[src/rtl/btn_debounce_scen.sv]
`default_nettype none
// ============================================================================
// Module   : btn_debounce_scen
// Brief    : Push-button debouncer producing a debounced level (DPB), a single
//            pulse per press (SCEN) and an auto-repeat enable (MCEN).
// Option   : define BTN_REPEAT_EN to enable the auto-repeat path.
// Revision : 1.0  initial release
// ============================================================================
module btn_debounce_scen #(
  parameter int DB_CYCLES     = 2500000,
  parameter int REPEAT_CYCLES = 50000000,
  parameter int CNT_W         = 26
) (
  input  logic       board_clk,
  input  logic       Reset,
  input  logic       PB,
  output logic       DPB,
  output logic       SCEN,
  output logic       MCEN,
  output logic [2:0] q_state
);

  typedef enum logic [2:0] {
    INI     = 3'd0,
    WQ      = 3'd1,
    SCEN_ST = 3'd2,
    WH      = 3'd3,
    MCEN_ST = 3'd4,
    CCR     = 3'd5
  } state_t;

  localparam logic [CNT_W-1:0] c_db_last  = CNT_W'(DB_CYCLES - 1);
  localparam logic [CNT_W-1:0] c_rpt_last = CNT_W'(REPEAT_CYCLES - 1);

  logic             r_s1;
  logic             r_s2;
  logic             w_pb_s;
  state_t           r_state;
  state_t           w_state_nxt;
  logic [CNT_W-1:0] r_cnt;
  logic             w_cnt_wrap;

  always_ff @(posedge board_clk or posedge Reset) begin
    if (Reset) begin
      r_s1 <= 1'b0;
      r_s2 <= 1'b0;
    end else begin
      r_s1 <= PB;
      r_s2 <= r_s1;
    end
  end

  assign w_pb_s = r_s2;

  always_comb begin
    w_state_nxt = r_state;
    w_cnt_wrap  = 1'b0;
    case (r_state)
      INI: begin
        if (w_pb_s) w_state_nxt = WQ;
      end
      WQ: begin
        if (!w_pb_s)                 w_state_nxt = INI;
        else if (r_cnt == c_db_last) w_state_nxt = SCEN_ST;
      end
      SCEN_ST: begin
        w_state_nxt = WH;
      end
      WH: begin
        if (!w_pb_s) begin
          w_state_nxt = CCR;
        end else if (r_cnt == c_rpt_last) begin
`ifdef BTN_REPEAT_EN
          w_state_nxt = MCEN_ST;
`else
          // No repeat: just restart the hold count so it never overflows.
          w_cnt_wrap  = 1'b1;
`endif
        end
      end
      MCEN_ST: begin
        w_state_nxt = WH;
      end
      CCR: begin
        if (w_pb_s)                  w_state_nxt = WH;
        else if (r_cnt == c_db_last) w_state_nxt = INI;
      end
      default: begin
        w_state_nxt = INI;
      end
    endcase
  end

  // Outputs are registered from the next state so they line up with the state.
  always_ff @(posedge board_clk or posedge Reset) begin
    if (Reset) begin
      r_state <= INI;
      r_cnt   <= '0;
      DPB     <= 1'b0;
      SCEN    <= 1'b0;
      MCEN    <= 1'b0;
    end else begin
      r_state <= w_state_nxt;
      if ((w_state_nxt != r_state) || w_cnt_wrap)
        r_cnt <= '0;
      else if ((r_state == WQ) || (r_state == WH) || (r_state == CCR))
        r_cnt <= r_cnt + CNT_W'(1);
      DPB  <= (w_state_nxt == SCEN_ST) || (w_state_nxt == WH) ||
              (w_state_nxt == MCEN_ST) || (w_state_nxt == CCR);
      SCEN <= (w_state_nxt == SCEN_ST);
`ifdef BTN_REPEAT_EN
      MCEN <= (w_state_nxt == SCEN_ST) || (w_state_nxt == MCEN_ST);
`else
      MCEN <= (w_state_nxt == SCEN_ST);
`endif
    end
  end

  assign q_state = r_state;

endmodule
`default_nettype wire

[config.mk]
export PLATFORM = sky130hd
export DESIGN_NAME = btn_debounce_scen
export DESIGN_NICKNAME = d
export VERILOG_FILES = /design/src/rtl/btn_debounce_scen.sv
export SDC_FILE = /design/constraint.sdc
export NUM_CORES = 1
export LEC_CHECK = 0
export BUFFER_PORTS_ARGS = -buffer_cell sky130_fd_sc_hd__buf_2
export CORE_ASPECT_RATIO = 0.7
export CORE_MARGIN = 2
export CORE_UTILIZATION = 40
export CTS_CLUSTER_DIAMETER = 60
export DETAILED_ROUTE_END_ITERATION = 6
export PLACE_DENSITY = 0.66
export SLEW_MARGIN = 20
export SYNTH_ARGS = -nofsm -noshare
export SYNTH_HDL_FRONTEND = slang
export SYNTH_SLANG_ARGS = --single-unit
[constraint.sdc]
create_clock -name board_clk -period 2.4 [get_ports board_clk]
set_input_delay 0.36 -clock board_clk [delete_from_list [all_inputs] [get_ports board_clk]]
set_output_delay 0.36 -clock board_clk [all_outputs]
set_load 0.02 [all_outputs]
==> impl_metrics.yaml <==
cells_and_area:
  layout-drive-gt1-share_pct: 21.2
  fin_nets: 192
  syn_to_final_growth_pct: 11.1
  antenna_cells: 0
clock_network:
  cts_root_buf: "clkbuf_8"
  clock_path_buffers: 2
  postCtsSetupBuffers: 0
  cts.sinks: 33
  cts_made_buffers: 5
  cts_tree: "built"
  hold_buffers: 0
  clkTransAtPathRegs_ps: 70
  cts_resized: 0
  insertion_delay_ps: 290
  htree_levels: 2
yosys:
  synthTopCellsByArea: "dfrtp_1, xor2_1, nor3_2"
  synth_cell_types: 41
  syn_area_per_cell_sq_um: 10.5
  synth_edf_count: 0
  seq_area_frac_synth_pct: 44.2
  synth_ff_type: "dfrtp_1"
  yosysTopAreaCell: "dfrtp_1"
  synth_cells: 177
  ys_async_sr_fraction_pct: 100
  syn_nets: 181
  yosys_register_bits: 33
  synthesis.area_sq_mm: 0.00187
  yosys_warnings: 0
  synth_top_area_share_pct: 44.2
floorplan:
  core_sq_mm: 0.00440
  die_area_sq_mm: 0.00524
  floorplan.initialDensity_pct: 42.4
  die_h_microns: 61.2
  io_pins: 9
  rows: 20
  die_x_microns: 85.7
timing:
  fmax_mhz: 508
  tightest_slew_ps: 643
  hold_violations: 0
  rsz0062_at_grt: "no"
  fin_worst_skew_ps: 8.42
  drv_slew: 0
  fin_crit_ps: 1970
  maxSlewHeadroom_pct: 56.8
  tns_ps: 0
  period_share_pct: 82.1
  setup_viol: 0
setup_path:
  rr_worst_depth: 6
  crit_end: "q_state[0]"
  critPathSlowestCell: "dfrtp_1"
  required_ps: 2580
  rr_startpoint: "r_cnt[0]"
  path_class: "register to register"
  cp-end-kind: "register"
  arrival_ps: 2150
  crit_start: "r_cnt[0]"
  rr_endpoint: "q_state[0]"
  rrSetupSlack_ps: 430
  crit_chain: "ha_1 > nand4_2 > nor4_2 > nand3_1 > maj3_1 > o21a_1"
  critPathMaxStageDelay_ps: 410
  cp_max_fo: 4
  cp-start-kind: "register"
global_route:
  grt_max_degree: 34
  grt_pass1_vias: 1238
  antenna_found_initial: 0
  grt_overflow: 0
  grt.total_usage_pct: 16.1
  grt_pass1_wl_microns: 6360
placement:
  dp_hpwl_microns: 2570
  port_buffers: 8
  gp_congestion: 0.795
power:
  seq_power_share_pct: 48.7
  power.share.clock_pct: 46.5
  switching_power_mw: 0.249
  power_mw: 1.17
  power.internal_mw: 0.920
  power_frac_comb_pct: 4.8
  p_leak_nw: 0.866
  p_sw_share_pct: 21.3
  power.ir.vdd_worst_mv: 0.301
  powerDensity_mw_per_mm2: 564
routing:
  routed-wl-met2_microns: 1430
  post_drt_via_cell_ratio: 5.39
  drt_iter0_markers: 78
  drc: 0
  highest_layer: "met4"
  drt-wirelength-per-cell_microns: 14.8
  drt-met1-wl_microns: 2010
  vias: 1314
  drtPass1Iterations: 4
  drtAntennaViolNets: 0
  totalWireLength_microns: 3610
  wl_met3_microns: 114
hold_path:
  hold_class: "input port to asynchronous set/reset pin"
status:
  status: "finished clean"
job:
  max-cap-violations: 0
worst min-delay path by stage:
stage,end,slack (ps),depth (start not counted)
after global placement,r_s2,330,0
final,r_cnt[21],150,3
after global routing,r_s1,160,1
after floorplan,r_s2,330,0
after detailed placement,r_s2,330,0
after CTS,r_cnt[6],160,3
cell usage in the layout, fill, tap and decap left out, types with 6 or more instances in the layout:
master / netlist / final
clkbuf_8: 0 / 6
and3_1: 6 / 6
nor3_2: 10 / 10
xnor2_1: 9 / 9
nor3_1: 10 / 10
nand4_1: 10 / 10
dfrtp_1: 33 / 33
xor2_1: 16 / 16
nor2_1: 18 / 18
nand3_1: 10 / 10
nand2_1: 10 / 10
buf_2: 3 / 8
power groups by stage:
stage               combinational, mW  sequential (mW)  clock, mW
floorplan                      0.0435            0.579          0
global placement               0.0560            0.579          0
detailed placement             0.0570            0.580          0
CTS                            0.0576            0.569      0.560
global route                   0.0633            0.570      0.582
finish                         0.0560            0.569      0.543
per-stage QoR:
step	area, sq um	instances	hold WS [ps]	utilization (%)	worst slack [ps]
floorplan	1870	177	331	-	567
global placement	1960	236	332	44.4	421
detailed placement	1960	236	335	44.4	445
CTS	2070	244	158	47.1	424
global route	2070	244	163	47.1	284
finish	2070	244	149	47.1	431
metal layers:
metal | vias to the layer above | global-route usage, %
met5 | - | 0
met4 | 0 | 6.12
li1 | 658 | -
met1 | 638 | 24.7
met2 | 13 | 21.5
met3 | 5 | 4.42
Yosys cell counts, drive strengths merged, types with 2 or more instances:
library cell	instances
nand3	10
nor4	4
inv	3
and3	6
nor4bb	2
nand4	12
and2	2
dfrtp	33
buf	7
nor4b	3
nor3	20
mux2i	2
a21oi	2
and4	3
nand2	10
nor2	18
xor2	16
xnor2	9
final cells by class:
class                      count  area (sq um)
fill                         413          2330
multi-input combinational    133           968
sequential                    33           826
clock buffer                   7          86.3
timing repair buffer          12          82.6
tap                           55          68.8
clock inverter                 1          30.0
inverter                       3          11.3
critical path: cells and delay by family, from the launching register on:
family                   cells  cell delay [ps]
AND/OR/NAND/NOR              3              650
adder cells (fa/ha/maj)      2              630
flip-flops                   1              410
AO/OA/AOI/OAI                1              170
cells by family after synthesis:
logic type / count (synthesis) / synth area share (%)
AOI/OAI and AO/OA: 8 / 4.56
buffers and inverters: 11 / 3.89
muxes: 2 / 1.07
DFF: 33 / 44.2
and+or+nand+nor: 96 / 33.3
adders and majority gates: 2 / 1.21
xor gates and xnor gates: 25 / 11.7
sequential cells by signal, indices dropped and copies added, names as in the netlist:
name,count
r_cnt,26
q_state,3
DPB,1
MCEN,1
r_s1,1
r_s2,1
Note: power is estimated with default switching activity, not from simulation.
